## config.mk

```make
export PLATFORM = sky130hd
export DESIGN_NAME = ppu_vram_arb
export DESIGN_NICKNAME = d
export VERILOG_FILES = /design/src/rtl/ppu_pkg.sv /design/src/rtl/ppu_vram_tag_pipe.sv /design/src/rtl/ppu_vram_arb.sv
export SDC_FILE = /design/constraint.sdc
export NUM_CORES = 1
export LEC_CHECK = 0
export CAP_MARGIN = 40
export CORE_UTILIZATION = 30
export CTS_BUF_LIST = sky130_fd_sc_hd__clkbuf_2 sky130_fd_sc_hd__clkbuf_4 sky130_fd_sc_hd__clkbuf_8
export CTS_CLUSTER_DIAMETER = 100
export DETAILED_ROUTE_END_ITERATION = 6
export DONT_BUFFER_PORTS = 1
export SKIP_CTS_REPAIR_TIMING = 1
export SYNTH_ARGS = -nofsm -noshare
export SYNTH_HDL_FRONTEND = slang
export SYNTH_SLANG_ARGS = --single-unit
```

## constraint.sdc

```tcl
create_clock -name clk -period 3.7 [get_ports clk]
set_clock_uncertainty 0.2 [all_clocks]
set_input_delay 0.74 -clock clk [delete_from_list [all_inputs] [get_ports clk]]
set_output_delay 0.74 -clock clk [all_outputs]
set_load 0.05 [all_outputs]
```

## src/rtl/ppu_pkg.sv

```systemverilog
// Shared PPU definitions: bus widths, VRAM read-owner codes, CPU access FSM encoding.
package ppu_pkg;

  localparam int unsigned PPU_ADDR_W = 14;
  localparam int unsigned PPU_DATA_W = 8;

  typedef enum logic {
    OWN_REND = 1'b0,
    OWN_CPU  = 1'b1
  } owner_t;

  // Issue is taken on the transition out of IDLE/PEND, so it is not a resting state.
  typedef enum logic [1:0] {
    ST_IDLE = 2'd0,
    ST_PEND = 2'd1,
    ST_WAIT = 2'd2
  } cpu_state_t;

  typedef struct packed {
    logic   vld;
    owner_t own;
  } tag_t;

endpackage

```

## src/rtl/ppu_vram_tag_pipe.sv

```systemverilog
// Latency-matched {valid, owner} shift register; its exit says who owns vram_d_in this cycle.
module ppu_vram_tag_pipe
  import ppu_pkg::*;
#(
  parameter int unsigned RD_LAT = 1
) (
  input  logic clk,
  input  logic rst,
  input  tag_t tag_in,
  output logic rend_hit_c,
  output logic cpu_hit_c
);

  tag_t [RD_LAT-1:0] pipe_q;

  always_ff @(posedge clk) begin
    if (rst) begin
      pipe_q <= '0;
    end else begin
      pipe_q[0] <= tag_in;
      for (int i = 1; i < int'(RD_LAT); i++) begin
        pipe_q[i] <= pipe_q[i-1];
      end
    end
  end

  assign rend_hit_c = pipe_q[RD_LAT-1].vld && (pipe_q[RD_LAT-1].own == OWN_REND);
  assign cpu_hit_c  = pipe_q[RD_LAT-1].vld && (pipe_q[RD_LAT-1].own == OWN_CPU);

endmodule

```

## src/rtl/ppu_vram_arb.sv

```systemverilog
// VRAM port arbiter: render fetches have fixed priority, CPU $2007 accesses use a one-deep buffer.
module ppu_vram_arb
  import ppu_pkg::*;
#(
  parameter int unsigned ADDR_W = PPU_ADDR_W,
  parameter int unsigned DATA_W = PPU_DATA_W,
  parameter int unsigned RD_LAT = 1
) (
  input  logic              clk,
  input  logic              rst,
  input  logic              rend_req_in,
  input  logic [ADDR_W-1:0] rend_addr_in,
  output logic [DATA_W-1:0] rend_d_out,
  output logic              rend_vld_out,
  input  logic              ri_rd_req_in,
  input  logic              ri_wr_req_in,
  input  logic [ADDR_W-1:0] ri_addr_in,
  input  logic [DATA_W-1:0] ri_d_in,
  output logic [DATA_W-1:0] ri_d_out,
  output logic              ri_rd_done_out,
  output logic              ri_wr_done_out,
  output logic              ri_busy_out,
  output logic              ri_drop_out,
  output logic [ADDR_W-1:0] vram_addr_out,
  output logic [DATA_W-1:0] vram_d_out,
  output logic              vram_we_out,
  output logic              vram_re_out,
  input  logic [DATA_W-1:0] vram_d_in
);

  cpu_state_t        state, state_nxt;
  logic              buf_wr, buf_wr_nxt;
  logic [ADDR_W-1:0] buf_addr, buf_addr_nxt;
  logic [DATA_W-1:0] buf_data, buf_data_nxt;
  logic              cpu_issue, issue_wr, drop_c;
  logic [ADDR_W-1:0] issue_addr;
  logic [DATA_W-1:0] issue_data;
  logic              rend_hit, cpu_hit;
  tag_t              tag_c;

  always_ff @(posedge clk) begin
    if (rst) begin
      state    <= ST_IDLE;
      buf_wr   <= 1'b0;
      buf_addr <= '0;
      buf_data <= '0;
    end else begin
      state    <= state_nxt;
      buf_wr   <= buf_wr_nxt;
      buf_addr <= buf_addr_nxt;
      buf_data <= buf_data_nxt;
    end
  end

  // A request seen on a free bus bypasses the buffer and issues at once.
  always_comb begin
    state_nxt    = state;
    buf_wr_nxt   = buf_wr;
    buf_addr_nxt = buf_addr;
    buf_data_nxt = buf_data;
    cpu_issue    = 1'b0;
    issue_wr     = buf_wr;
    issue_addr   = buf_addr;
    issue_data   = buf_data;
    drop_c       = ((ri_rd_req_in || ri_wr_req_in) && (state != ST_IDLE)) ||
                   (ri_rd_req_in && ri_wr_req_in);
    unique case (state)
      ST_IDLE: begin
        if (ri_rd_req_in || ri_wr_req_in) begin
          buf_wr_nxt   = ri_wr_req_in;
          buf_addr_nxt = ri_addr_in;
          buf_data_nxt = ri_d_in;
          issue_wr     = ri_wr_req_in;
          issue_addr   = ri_addr_in;
          issue_data   = ri_d_in;
          if (rend_req_in) begin
            state_nxt = ST_PEND;
          end else begin
            cpu_issue = 1'b1;
            state_nxt = ri_wr_req_in ? ST_IDLE : ST_WAIT;
          end
        end
      end
      ST_PEND: begin
        if (!rend_req_in) begin
          cpu_issue = 1'b1;
          state_nxt = buf_wr ? ST_IDLE : ST_WAIT;
        end
      end
      ST_WAIT: begin
        if (cpu_hit) state_nxt = ST_IDLE;
      end
      default: state_nxt = ST_IDLE;
    endcase
  end

  always_comb begin
    tag_c.vld = rend_req_in || (cpu_issue && !issue_wr);
    tag_c.own = rend_req_in ? OWN_REND : OWN_CPU;
  end

  ppu_vram_tag_pipe #(
    .RD_LAT(RD_LAT)
  ) u_tag_pipe (
    .clk       (clk),
    .rst       (rst),
    .tag_in    (tag_c),
    .rend_hit_c(rend_hit),
    .cpu_hit_c (cpu_hit)
  );

  // Memory-side and owner-side output registers; address and write data hold when idle.
  always_ff @(posedge clk) begin
    if (rst) begin
      vram_addr_out  <= '0;
      vram_d_out     <= '0;
      vram_we_out    <= 1'b0;
      vram_re_out    <= 1'b0;
      ri_wr_done_out <= 1'b0;
      ri_drop_out    <= 1'b0;
      ri_busy_out    <= 1'b0;
      rend_vld_out   <= 1'b0;
      rend_d_out     <= '0;
      ri_rd_done_out <= 1'b0;
      ri_d_out       <= '0;
    end else begin
      if (rend_req_in) begin
        vram_re_out   <= 1'b1;
        vram_we_out   <= 1'b0;
        vram_addr_out <= rend_addr_in;
      end else if (cpu_issue) begin
        vram_re_out   <= !issue_wr;
        vram_we_out   <= issue_wr;
        vram_addr_out <= issue_addr;
        if (issue_wr) vram_d_out <= issue_data;
      end else begin
        vram_re_out <= 1'b0;
        vram_we_out <= 1'b0;
      end
      ri_wr_done_out <= cpu_issue && issue_wr;
      ri_drop_out    <= drop_c;
      ri_busy_out    <= (state_nxt != ST_IDLE);
      rend_vld_out   <= rend_hit;
      if (rend_hit) rend_d_out <= vram_d_in;
      ri_rd_done_out <= cpu_hit;
      if (cpu_hit) ri_d_out <= vram_d_in;
    end
  end

endmodule

```

==> flow_summary.toml, run 1 <==
[run_status]
status = "completed"

[setup_path]
critical_path_class = "flip-flop to flip-flop"
worst-r2r-setup-slack_ns = 1.63
cpPeakStageDelay_ns = 0.70
endpoint_kind = "flip-flop"
worstPathRequired_ns = 3.73
cp_max_fo = 9
r2r_cells = 4
critPathArrivalTime_ns = 2.10
critPathLaunchType = "flip-flop"
reg2reg_to = "ri_busy_out$_SDFF_PP0_"
r2r-start = "u_tag_pipe.pipe_q[1]$_SDFF_PP0_"
slowest_stage = "dfxtp_1"
crit_chain = "and2_1 > nor3b_1 > o31a_1 > or2_1"

[grt]
grt_max_degree = 63
grt_pass1_vias = 1776
grt_pass1_wl_um = 9090
antenna_found_initial = 0
overflow = 0
grt_usage = 0.137

[timing]
timing.final.crit_share = 0.561
finalHoldViolations = 0
worst-slew-pin-transition_ns = 0.850
min_period_ns = 2.07
setup_tns_ns = 0
rsz0062_at_grt = "false"
maxSlewHeadroom = 0.432
max_freq_mhz = 482
fin_hold_ws_ns = 0.270
setup_slack_ns = 1.63
slew_violations = 0
setup_violations = 0

[finish]
area_delta_synth_final_pct = 10.4
antenna_cells = 0
drive_above_1_share = 0.110
finalNetCount = 316
finalCoreUtilization = 0.348

[hold_path]
min_to = "buf_addr[9]$_SDFF_PP0_"
hold_path.class = "input port to flip-flop"
worst_hold_startpoint = "rst"
holdPathStages = 1

[routing]
vias = 1871
drc = 0
wirelength_um = 5990
postRouteAntennaNets = 0
avgRoutedWirePerCell_um = 15.9
first_pass_iters = 4
drtIter0Drc = 43
via_per_inst = 4.96

[synthesis]
avgSynthCellArea_sq_um = 9.68
netlist.area_leader.share = 0.540
netlist_instances = 272
synth.ff_latch_count = 71
ys_top_cells_by_area = "dfxtp_1, mux2i_1, nand2_1"
async_reset_ff_frac = 0
synth.most_common_cell = "dfxtp_1"
ys_seq_area_frac = 0.540
synthesis.nets = 321
yosys_warnings = 0
syn-cell-area_sq_um = 2630
synth_cell_types = 30
synth_largest_area_cell = "dfxtp_1"
synth-main-ff-cell = "dfxtp_1"
ys_top_cells_by_count = "dfxtp_1, nand2_1, nor2_1, mux2i_1, a21oi_1"
synth-edff-count = 0

[clock_network]
root_buffer = "clkbuf_8"
clock_path_buffers = 2
cts_made_buffers = 9
cts_tree = "done"
clkTransAtPathRegs_ns = 0.08
clk_latency_ns = 0.33
cts_sinks = 71
cts-htree-levels = 3

[die]
die_h_um = 95.7
initial_core_util = 0.316
rows = 33
num_io_pins = 94
core_sq_um = 8340
fp.dieArea_sq_um = 9150
die_w_um = 95.7

[power]
powerDensity_nw_per_um2 = 623
vdd.ir_drop.worst_mv = 0.195
p_total_uw = 1810
power_leakage_uw = 0.00109

[placed_design]
dp_hpwl_um = 4110
dpl_worst_slack_ns = 1.52
io_buffers = 0
routabilityCongestion = 0.719

[flow_run]
maxCapViolCount = 0
state kept, by name, summed over array words and instances (netlist names):
name / flops
vram_d_out: 8
ri_busy_out: 1
ri_wr_done_out: 1
u_tag_pipe.pipe_q: 2
ri_drop_out: 1
vram_addr_out: 14
buf_addr: 14
ri_rd_done_out: 1
vram_we_out: 1
rend_vld_out: 1
state: 2
ri_d_out: 8
rend_d_out: 8
buf_data: 8
buf_wr: 1
per-layer routing:
| metal | part of all wire | vias to the layer above | global-route usage |
|---|---|---|---|
| li1 | - | 922 | - |
| met4 | 0.015 | 0 | 0.0634 |
| met1 | 0.43 | 876 | 0.163 |
| met5 | 0 | - | 0 |
| met3 | 0.090 | 9 | 0.0670 |
| met2 | 0.47 | 64 | 0.207 |
worst max path at each step:
| stage | start | to | slack [ns] |
|---|---|---|---|
| 2_1_floorplan | ri_wr_req_in | vram_addr_out[5]$_SDFFE_PP0P_ | 1.84 |
| 3_3_place_gp | ri_wr_req_in | vram_addr_out[11]$_SDFFE_PP0P_ | 1.60 |
| 3_5_place_dp | ri_wr_req_in | vram_addr_out[11]$_SDFFE_PP0P_ | 1.52 |
| 4_1_cts | u_tag_pipe.pipe_q[1]$_SDFF_PP0_ | ri_busy_out$_SDFF_PP0_ | 1.62 |
| 5_1_grt | state[0]$_SDFF_PP0_ | vram_addr_out[9]$_SDFFE_PP0P_ | 1.47 |
| 6_report | u_tag_pipe.pipe_q[1]$_SDFF_PP0_ | ri_busy_out$_SDFF_PP0_ | 1.63 |
worst max-delay path: cells and delay by family (launching register included):
family	cells	cell delay, ns
DFF	1	0.70
AOI/OAI and AO/OA	1	0.30
and+or+nand+nor	3	0.76
metrics by stage:
stage          std cells  instance area [sq um]
6_report             377                   2910
5_1_grt              377                   2910
4_1_cts              377                   2910
3_5_place_dp         361                   2680
3_3_place_gp         361                   2680
2_1_floorplan        272                   2630
power by group:
| part | switching, uW | internal [uW] |
|---|---|---|
| sequential | 138 | 819 |
| clock | 282 | 415 |
| combinational | 87.1 | 68.7 |
cell type report:
cell class | instances | area (sq um)
Sequential cell | 71 | 1420
Multi-Input combinational cell | 183 | 1110
Clock inverter | 5 | 80.1
Tap cell | 105 | 131
Clock buffer | 11 | 151
Timing Repair Buffer | 2 | 15.0
Fill cell | 877 | 5430
cell families (layout without fill, tap and decap cells):
| family | Yosys count | in the layout | synth area share |
|---|---|---|---|
| compound gates | 52 | 52 | 0.141 |
| flops | 71 | 71 | 0.540 |
| mux | 23 | 23 | 0.0875 |
| simple gates | 108 | 108 | 0.192 |
| buf+inv | 18 | 18 | 0.0394 |
cells in the final DEF (no fill, tap or decap), types with 4 or more instances in the layout:
master,synthesis,final
nor2_1,40,40
a211oi_2,6,6
clkbuf_8,0,11
a21oi_1,18,18
o221ai_1,4,4
a2bb2oi_1,9,9
mux2i_1,23,23
or4b_1,5,5
dfxtp_1,71,71
o21ai_1,9,9
nand2_1,49,49
No activity file was read; power rests on OpenSTA's default activity.
==> run 2, diff against run 1 <==
clock period = 2.15 ns   (was 3.7 ns; I/O delays follow)
==> run 2 against run 1 <==
Net effect: die area unchanged; final cell count is 3.4% higher; first-iteration DRC count up 21%; combinational power increased by 130%; clock power is 74% higher; critical path depth unchanged; wire length up 2.6%.
==> flow_summary.toml, run 2 (synthesis gave the netlist of run 1 again) <==
[grt]
antenna_found_initial = 0
grt_usage = 0.139
overflow = 0
grt_pass1_vias = 1923
grt_pass1_wl_um = 9360
grt_max_degree = 63

[run_status]
status = "completed"

[finish]
final_common_cell = "dfxtp_1"
final_area_sq_um = 3040
finalCoreUtilization = 0.365
area_delta_synth_final_pct = 15.6
finalNetCount = 329
antenna_cells = 0
fill_cells = 873
drive_above_1_share = 0.147
final_cell_mix = "dfxtp_1, nand2_1, nor2_1, mux2i_1, a21oi_1"
reg_top3 = "buf_addr: 14 flops, vram_addr_out: 14 flops"

[setup_path]
worstPathRequired_ns = 2.20
cp_max_fo = 16
critPathLaunchType = "flip-flop"
critPathArrivalTime_ns = 1.86
critical_path_class = "flip-flop to flip-flop"
endpoint_kind = "flip-flop"

[routing]
avgRoutedWirePerCell_um = 15.8
drtIter0Drc = 52
vias = 1912
via_per_inst = 4.90
drc = 0
postRouteAntennaNets = 0
wirelength_um = 6150
first_pass_iters = 4

[die]
num_io_pins = 94
rows = 33
initial_core_util = 0.316
fp.dieArea_sq_um = 9150
die_w_um = 95.7
die_h_um = 95.7
core_sq_um = 8340

[clock_network]
cts_sinks = 71
cts-htree-levels = 3
clk_latency_ns = 0.33
clkTransAtPathRegs_ns = 0.08
cts_made_buffers = 9
root_buffer = "clkbuf_8"
clock_path_buffers = 2
cts_tree = "done"

[placed_design]
dpl_worst_slack_ns = 0.103
io_buffers = 0
routabilityCongestion = 0.749
dp_hpwl_um = 4240
dpl-instance-area_sq_um = 2760

[timing]
min_period_ns = 1.81
setup_slack_ns = 0.337
slew_violations = 0
timing.final.crit_share = 0.843
setup_tns_ns = 0
maxSlewHeadroom = 0.552
finalHoldViolations = 0
rsz0062_at_grt = "false"
max_freq_mhz = 551
worst-slew-pin-transition_ns = 0.670
setup_violations = 0

[power]
powerDensity_nw_per_um2 = 1040
power_leakage_uw = 0.00117
vdd.ir_drop.worst_mv = 0.343

[hold_path]
hold_path.class = "input port to flip-flop"

[flow_run]
maxCapViolCount = 0
## run 2: cell count changes in the layout (fill, tap and decap cells not counted), sizes merged
cell         previous run  this run
buf                     2        13
dlygate4sd3             0         2
## run 2: path summary, 6_finish.rpt
check,startpoint,end,slack (ns),cells past startpoint
worst min-delay path,vram_d_in[1],ri_d_out[1]$_SDFFE_PP0P_,0.02,2
worst min register to register,buf_addr[13]$_SDFF_PP0_,buf_addr[13]$_SDFF_PP0_,0.29,2
worst max-delay path,state[0]$_SDFF_PP0_,vram_addr_out[11]$_SDFFE_PP0P_,0.34,4
worst max register to register,state[0]$_SDFF_PP0_,vram_addr_out[11]$_SDFFE_PP0P_,0.34,4
## run 2: power breakdown
part	leakage (uW)	switching, uW	internal [uW]	total [uW]
clock network	0.000112	491	715	1210
logic	0.000475	208	149	357
registers	0.000584	202	1410	1610
## run 2: worst max-delay path, stage by stage, from the launching register on
cell and delay [ns]:
dfxtp_1 0.50, nor3_2 0.11, nor3_2 0.34, nand2_2 0.32, o221ai_1 0.27
## run 2: metrics by stage
step                hold WS [ns]  std cells  power (uW)
floorplan                  0.255        272        1920
finish                    0.0210        390        3170
global placement           0.271        371        1970
detailed placement         0.280        371        1980
global route             0.00231        390        3310
CTS                      -0.0712        387        3200
## run 2: final cells by class
type / instances / area [sq um] / area share
sequential: 71 / 1420 / 0.467
multi-input combinational: 183 / 1110 / 0.365
clock buffer: 11 / 151 / 0.0497
timing repair buffer: 15 / 150 / 0.0493
tap: 105 / 131 / 0.0432
clock inverter: 5 / 80.1 / 0.0263
## run 2: metal layers
layer	global-route usage	routed length, um
met3	0.0670	536
met4	0.0560	78
met5	0	0
met1	0.159	2610
met2	0.224	2930
